$ cat src/rtl/seq6_code_tracker.sv
// ---------------------------------------------------------------------------
// seq6_code_tracker
//
// Receive-side checker for the 6-state 3-bit code counter
//   000 -> 011 -> 001 -> 111 -> 110 -> 100 -> 000
// Each sampled code is decoded to an index 0..5 and checked against the
// legal successor of the previous sample. The checker hunts for a legal
// code, synchronises over LOCK_CNT good transitions, then holds lock until
// UNLOCK_CNT consecutive bad samples arrive. Sequence errors seen while
// locked are counted in a saturating counter.
//
// Handshake: code_valid is a one-way strobe with no back-pressure. A cycle
// with code_valid=1 delivers exactly one sample; code_valid=0 is an idle
// cycle that changes nothing. Every output is registered and reflects the
// sample taken on the same rising edge.
//
// Ports
//   clk          in   1      clock, rising edge
//   reset        in   1      asynchronous, active-low
//   code_in      in   3      code under test
//   code_valid   in   1      sample strobe
//   index        out  3      decoded index of last legal sample
//   index_valid  out  1      pulse: index updated
//   locked       out  1      1 while in LOCKED
//   seq_err      out  1      pulse: bad sample while LOCKED
//   illegal      out  1      pulse: sampled code is 010 or 101
//   wrap         out  1      pulse: good 100->000 transition while LOCKED
//   err_count    out  ERR_W  saturating count of seq_err pulses
//   fsm_state    out  2      debug view of the FSM state register
// ---------------------------------------------------------------------------
module seq6_code_tracker #(
  parameter int LOCK_CNT   = 3,
  parameter int UNLOCK_CNT = 2,
  parameter int ERR_W      = 8
) (
  input  logic             clk,
  input  logic             reset,
  input  logic [2:0]       code_in,
  input  logic             code_valid,
  output logic [2:0]       index,
  output logic             index_valid,
  output logic             locked,
  output logic             seq_err,
  output logic             illegal,
  output logic             wrap,
  output logic [ERR_W-1:0] err_count,
  output logic [1:0]       fsm_state
);

  localparam int GW = (LOCK_CNT   < 1) ? 1 : $clog2(LOCK_CNT + 1);
  localparam int BW = (UNLOCK_CNT < 1) ? 1 : $clog2(UNLOCK_CNT + 1);

  typedef enum logic [1:0] {
    S_HUNT   = 2'd0,
    S_SYNC   = 2'd1,
    S_LOCKED = 2'd2
  } state_t;

  // Successor in the code cycle. Illegal codes never reach this as prev.
  function automatic logic [2:0] succ(input logic [2:0] c);
    case (c)
      3'b000:  succ = 3'b011;
      3'b011:  succ = 3'b001;
      3'b001:  succ = 3'b111;
      3'b111:  succ = 3'b110;
      3'b110:  succ = 3'b100;
      3'b100:  succ = 3'b000;
      default: succ = 3'b000;
    endcase
  endfunction

  function automatic logic [2:0] decode(input logic [2:0] c);
    case (c)
      3'b000:  decode = 3'd0;
      3'b011:  decode = 3'd1;
      3'b001:  decode = 3'd2;
      3'b111:  decode = 3'd3;
      3'b110:  decode = 3'd4;
      3'b100:  decode = 3'd5;
      default: decode = 3'd0;
    endcase
  endfunction

  function automatic logic is_legal(input logic [2:0] c);
    is_legal = (c != 3'b010) && (c != 3'b101);
  endfunction

  state_t            state, state_n;
  logic [2:0]        prev, prev_n;
  logic              prev_vld, prev_vld_n;
  logic [GW-1:0]     good_cnt, good_cnt_n;
  logic [BW-1:0]     bad_cnt, bad_cnt_n;
  logic [2:0]        index_n;
  logic              index_valid_n, seq_err_n, illegal_n, wrap_n, locked_n;
  logic [ERR_W-1:0]  err_count_n;

  logic              legal;
  logic              good;
  logic [GW-1:0]     good_inc;
  logic [BW-1:0]     bad_inc;

  assign fsm_state = state;

  // -------------------------------------------------------------------------
  // Next-state and output logic
  // -------------------------------------------------------------------------
  always_comb begin
    state_n       = state;
    prev_n        = prev;
    prev_vld_n    = prev_vld;
    good_cnt_n    = good_cnt;
    bad_cnt_n     = bad_cnt;
    index_n       = index;
    index_valid_n = 1'b0;
    seq_err_n     = 1'b0;
    illegal_n     = 1'b0;
    wrap_n        = 1'b0;
    err_count_n   = err_count;

    legal    = is_legal(code_in);
    // A repeated code is never its own successor, so it falls out as bad.
    good     = prev_vld && legal && (code_in == succ(prev));
    good_inc = good_cnt + GW'(1);
    bad_inc  = bad_cnt + BW'(1);

    if (code_valid) begin
      if (legal) begin
        index_n       = decode(code_in);
        index_valid_n = 1'b1;
      end else begin
        illegal_n = 1'b1;
      end

      case (state)
        S_HUNT: begin
          if (legal) begin
            prev_n     = code_in;
            prev_vld_n = 1'b1;
            good_cnt_n = '0;
            state_n    = S_SYNC;
          end
        end

        S_SYNC: begin
          if (!legal) begin
            prev_vld_n = 1'b0;
            state_n    = S_HUNT;
          end else begin
            prev_n = code_in;
            if (good) begin
              good_cnt_n = good_inc;
              if (good_inc == GW'(LOCK_CNT)) begin
                bad_cnt_n = '0;
                state_n   = S_LOCKED;
              end
            end else begin
              good_cnt_n = '0;
            end
          end
        end

        S_LOCKED: begin
          if (good) begin
            bad_cnt_n = '0;
            prev_n    = code_in;
            wrap_n    = (prev == 3'b100);
          end else begin
            seq_err_n = 1'b1;
            if (err_count != {ERR_W{1'b1}}) begin
              err_count_n = err_count + ERR_W'(1);
            end
            bad_cnt_n = bad_inc;
            // On an illegal code, flywheel: assume the expected code arrived
            // so a single corrupted sample does not cascade into a second error.
            prev_n = legal ? code_in : succ(prev);
            if (bad_inc == BW'(UNLOCK_CNT)) begin
              prev_vld_n = 1'b0;
              state_n    = S_HUNT;
            end
          end
        end

        default: begin
          prev_vld_n = 1'b0;
          state_n    = S_HUNT;
        end
      endcase
    end

    locked_n = (state_n == S_LOCKED);
  end

  // -------------------------------------------------------------------------
  // State and output registers
  // -------------------------------------------------------------------------
  always_ff @(posedge clk or negedge reset) begin
    if (!reset) begin
      state       <= S_HUNT;
      prev        <= 3'b000;
      prev_vld    <= 1'b0;
      good_cnt    <= '0;
      bad_cnt     <= '0;
      index       <= 3'd0;
      index_valid <= 1'b0;
      locked      <= 1'b0;
      seq_err     <= 1'b0;
      illegal     <= 1'b0;
      wrap        <= 1'b0;
      err_count   <= '0;
    end else begin
      state       <= state_n;
      prev        <= prev_n;
      prev_vld    <= prev_vld_n;
      good_cnt    <= good_cnt_n;
      bad_cnt     <= bad_cnt_n;
      index       <= index_n;
      index_valid <= index_valid_n;
      locked      <= locked_n;
      seq_err     <= seq_err_n;
      illegal     <= illegal_n;
      wrap        <= wrap_n;
      err_count   <= err_count_n;
    end
  end

endmodule
$ cat config.mk
export PLATFORM = sky130hd
export DESIGN_NAME = seq6_code_tracker
export DESIGN_NICKNAME = d
export VERILOG_FILES = /design/src/rtl/seq6_code_tracker.sv
export SDC_FILE = /design/constraint.sdc
export NUM_CORES = 1
export LEC_CHECK = 0
export CELL_PAD_IN_SITES_DETAIL_PLACEMENT = 0
export CELL_PAD_IN_SITES_GLOBAL_PLACEMENT = 1
export CORE_MARGIN = 3
export CORE_UTILIZATION = 37
export DETAILED_ROUTE_END_ITERATION = 6
export PLACE_DENSITY = 0.86
export SLEW_MARGIN = 20
export SYNTH_ARGS = -nofsm -noshare
export SYNTH_HDL_FRONTEND = slang
export SYNTH_SLANG_ARGS = --single-unit
$ cat constraint.sdc
create_clock -name clk -period 1.9 [get_ports clk]
set_input_delay 0.38 -clock clk [delete_from_list [all_inputs] [get_ports clk]]
set_output_delay 0.38 -clock clk [all_outputs]
set_load 0.01 [all_outputs]
==> metrics.cfg <==
[status]
outcome = complete, but fails checks
violations = negative setup slack

[route]
dr.pass1.iters = 4
drc = 0
drt_iter0_drc = 56
drt-wirelength-per-cell_um = 14.5
viasPerCell = 5.19
vias = 1355
ant_nets = 0
route.final.wire_length_mm = 3.80

[sta]
worst_pin_slew_ps = 350
setup_tns_ps = -216
fin_crit_sh = 1.04
max-slew-margin-rel = 0.766
holdWs_ps = 466
rsz0062_at_grt = true
worst_slack_ps = -70.0
max_freq_ghz = 0.508
timing.final.hold_violations = 0
skew_ps = 1.43
finalMaxSlewViolations = 0
fin_crit_ps = 1970
setup_viol = 6

[power_and_ir_drop]
peakVddDrop_mv = 0.322
power_per_cell_area_mw_per_mm2 = 658
leakage_nw = 1.02

[clock_tree]
htreeDepth = 1
cts_hold_buf = 0
clk_latency_ps = 270
cts_tree = built
cts-buffers-inserted = 3
clockBufferDepth = 2
path_clk_slew_ps = 100
clock-root-buffer = clkbuf_8
cts_sinks = 26

[yosys]
yosysSeqAreaShare = 0.428
synth_nets = 165
syn_avg_cell_area_sq_um = 9.75
ys_ff_latch = 26
synth.distinct_cells = 49
netlist_instances = 156
netlist_area_sq_mm = 0.00152
synthArstFlopShare = 1.00
synth_warnings = 0
synth_edf_count = 0
ys.flop_type = dfrtp_1

[place]
dp.cells = 249
portBuffers = 23
routabilityCongestion = 0.846
place_hpwl_mm = 2.70

[die]
chipWidth_um = 70.1
start_util = 0.401
dieArea_sq_mm = 0.00492
rows = 22
boundaryPins = 24
dieHeight_um = 70.1
design.core.area_sq_mm = 0.00380

[critical_path]
cp.arrival_ps = 2130
required_ps = 2060
crit_fanout = 7
slowest_delay_ps = 520
startpoint_type = flip-flop
cp_top_family = simple AND/OR/NAND/NOR gates
slowest_stage = dfrtp_2
cp_num_buf_inv = 2
crit_path_end_kind = flip-flop
path_cells = nor2_4 > buf_4 > a211oi_2 > nor2_2 > nor3_4 > buf_6 > and4_4 > o32ai_1
crit_type = reg2reg

[layout]
finalNetCount = 223
multi_input_area_sq_um = 848
area_growth_pct = 44.4
seqCellArea_sq_um = 653
antenna_cells = 0
layoutNonFillerInstCount = 261
nFillCells = 315
drive_gt1_frac = 0.324

[worst_hold_path]
hp-class = in2async

[global_routing]
grt_pass1_vias = 1366
grt_pass1_wl_mm = 6.34
grt_overflow = 0
antenna_found_initial = 0
grtUsageTotal = 0.159
grt_max_degree = 27

[flow_run]
maxCapViolCount = 0

==> synthesized netlist by cell type (3+ instances only) <==
cell type  number  area, sq um
a21oi_1         5         25.0
and3_1          6         37.5
buf_2           3         15.0
clkbuf_1        3         11.3
dfrtp_1        26          651
ha_1            3         37.5
inv_1           9         33.8
mux2_1          3         33.8
nand2_1        15         56.3
nand2b_1        4         25.0
nand3_1         4         20.0
nor2_1          7         26.3
nor2b_1         5         31.3
nor3_1          4         20.0
nor4_1          3         18.8
o21ai_0         6         30.0
o21ai_1         4         20.0
o22ai_1         3         18.8
xor2_1          7         61.3
==> final timing paths <==
kind | endpoint | slack [ps] | from | cells after the start
setup / recovery | bad_cnt[1]$_DFFE_PN0P_ | -70 | prev[1]$_DFFE_PN0P_ | 8
hold / removal | prev[0]$_DFFE_PN0P_ | 470 | reset | 2
setup reg to reg | bad_cnt[1]$_DFFE_PN0P_ | -70 | prev[1]$_DFFE_PN0P_ | 8
hold reg to reg | good_cnt[0]$_DFFE_PN0P_ | 520 | good_cnt[0]$_DFFE_PN0P_ | 2
max in group asynchronous | prev[1]$_DFFE_PN0P_ | 1170 | reset | 2
min in group clk | good_cnt[0]$_DFFE_PN0P_ | 520 | good_cnt[0]$_DFFE_PN0P_ | 2
==> metrics by stage <==
step / total power, mW / worst slack, ps / cell area, sq um / utilization
after global routing: 1.51 / -156 / 2200 / 0.578
after floorplan: 0.787 / 36.7 / 1520 / -
after global placement: 0.911 / -450 / 1990 / 0.523
after detailed placement: 0.924 / -491 / 1990 / 0.523
after CTS: 1.42 / -2.18 / 2130 / 0.561
final: 1.45 / -70.0 / 2200 / 0.578
==> where the power goes <==
group | switching (mW) | leakage [nW] | internal [mW] | total [mW]
clock network | 0.187 | 0.0357 | 0.282 | 0.469
registers | 0.0348 | 0.339 | 0.581 | 0.616
logic | 0.170 | 0.640 | 0.191 | 0.361
total | 0.392 | 1.02 | 1.05 | 1.45
==> sequential cells by signal, indices dropped and copies added (netlist names), 2 cells and up <==
| name | cells |
|---|---|
| bad_cnt | 2 |
| err_count | 8 |
| fsm_state | 2 |
| good_cnt | 2 |
| index | 3 |
| prev | 3 |
==> final cells by class <==
type                    count  share of cell area
flip-flops and latches     26               0.297
inverters                   9              0.0154
repair buffers             63               0.241
well taps                  48              0.0273
multi-input cells         111               0.386
clock buffers               3              0.0188
clock inverters             1              0.0137
==> cell families after synthesis <==
| family | after synthesis | synth area share |
|---|---|---|
| AO/OA/AOI/OAI | 35 | 0.159 |
| buffers and inverters | 19 | 0.0641 |
| XOR/XNOR | 8 | 0.0461 |
| multiplexers | 4 | 0.0288 |
| flip-flops | 26 | 0.428 |
| AND/OR/NAND/NOR | 61 | 0.250 |
| adder cells (fa/ha/maj) | 3 | 0.0247 |
==> layout by cell type, fill, tap and decap left out, types with 4 or more instances in the layout <==
cell type / count
dfrtp_1: 24
and3_1: 4
o21ai_0: 6
nand2_1: 15
nor2b_1: 5
clkdlybuf4s50_1: 20
inv_1: 9
nor2_1: 6
nand3_1: 4
a21oi_1: 5
xor2_1: 5
buf_4: 38
==> repair_timing <==
item / CTS / global route
setup endpoints to repair: 18 / 15
pin swaps: 8 / 11
setup buffers: 3 / 5
resized for setup: 15 / 8
==> metal layers <==
metal / up-vias / track usage / wire [um] / share of wire
met4: 0 / 0.0809 / 99 / 0.026
met5: - / 0 / 0 / 0
met3: 12 / 0.0259 / 125 / 0.033
met1: 650 / 0.208 / 1720 / 0.45
li1: 665 / - / - / -
met2: 28 / 0.253 / 1850 / 0.49
No activity file was read; power rests on OpenSTA's default activity.
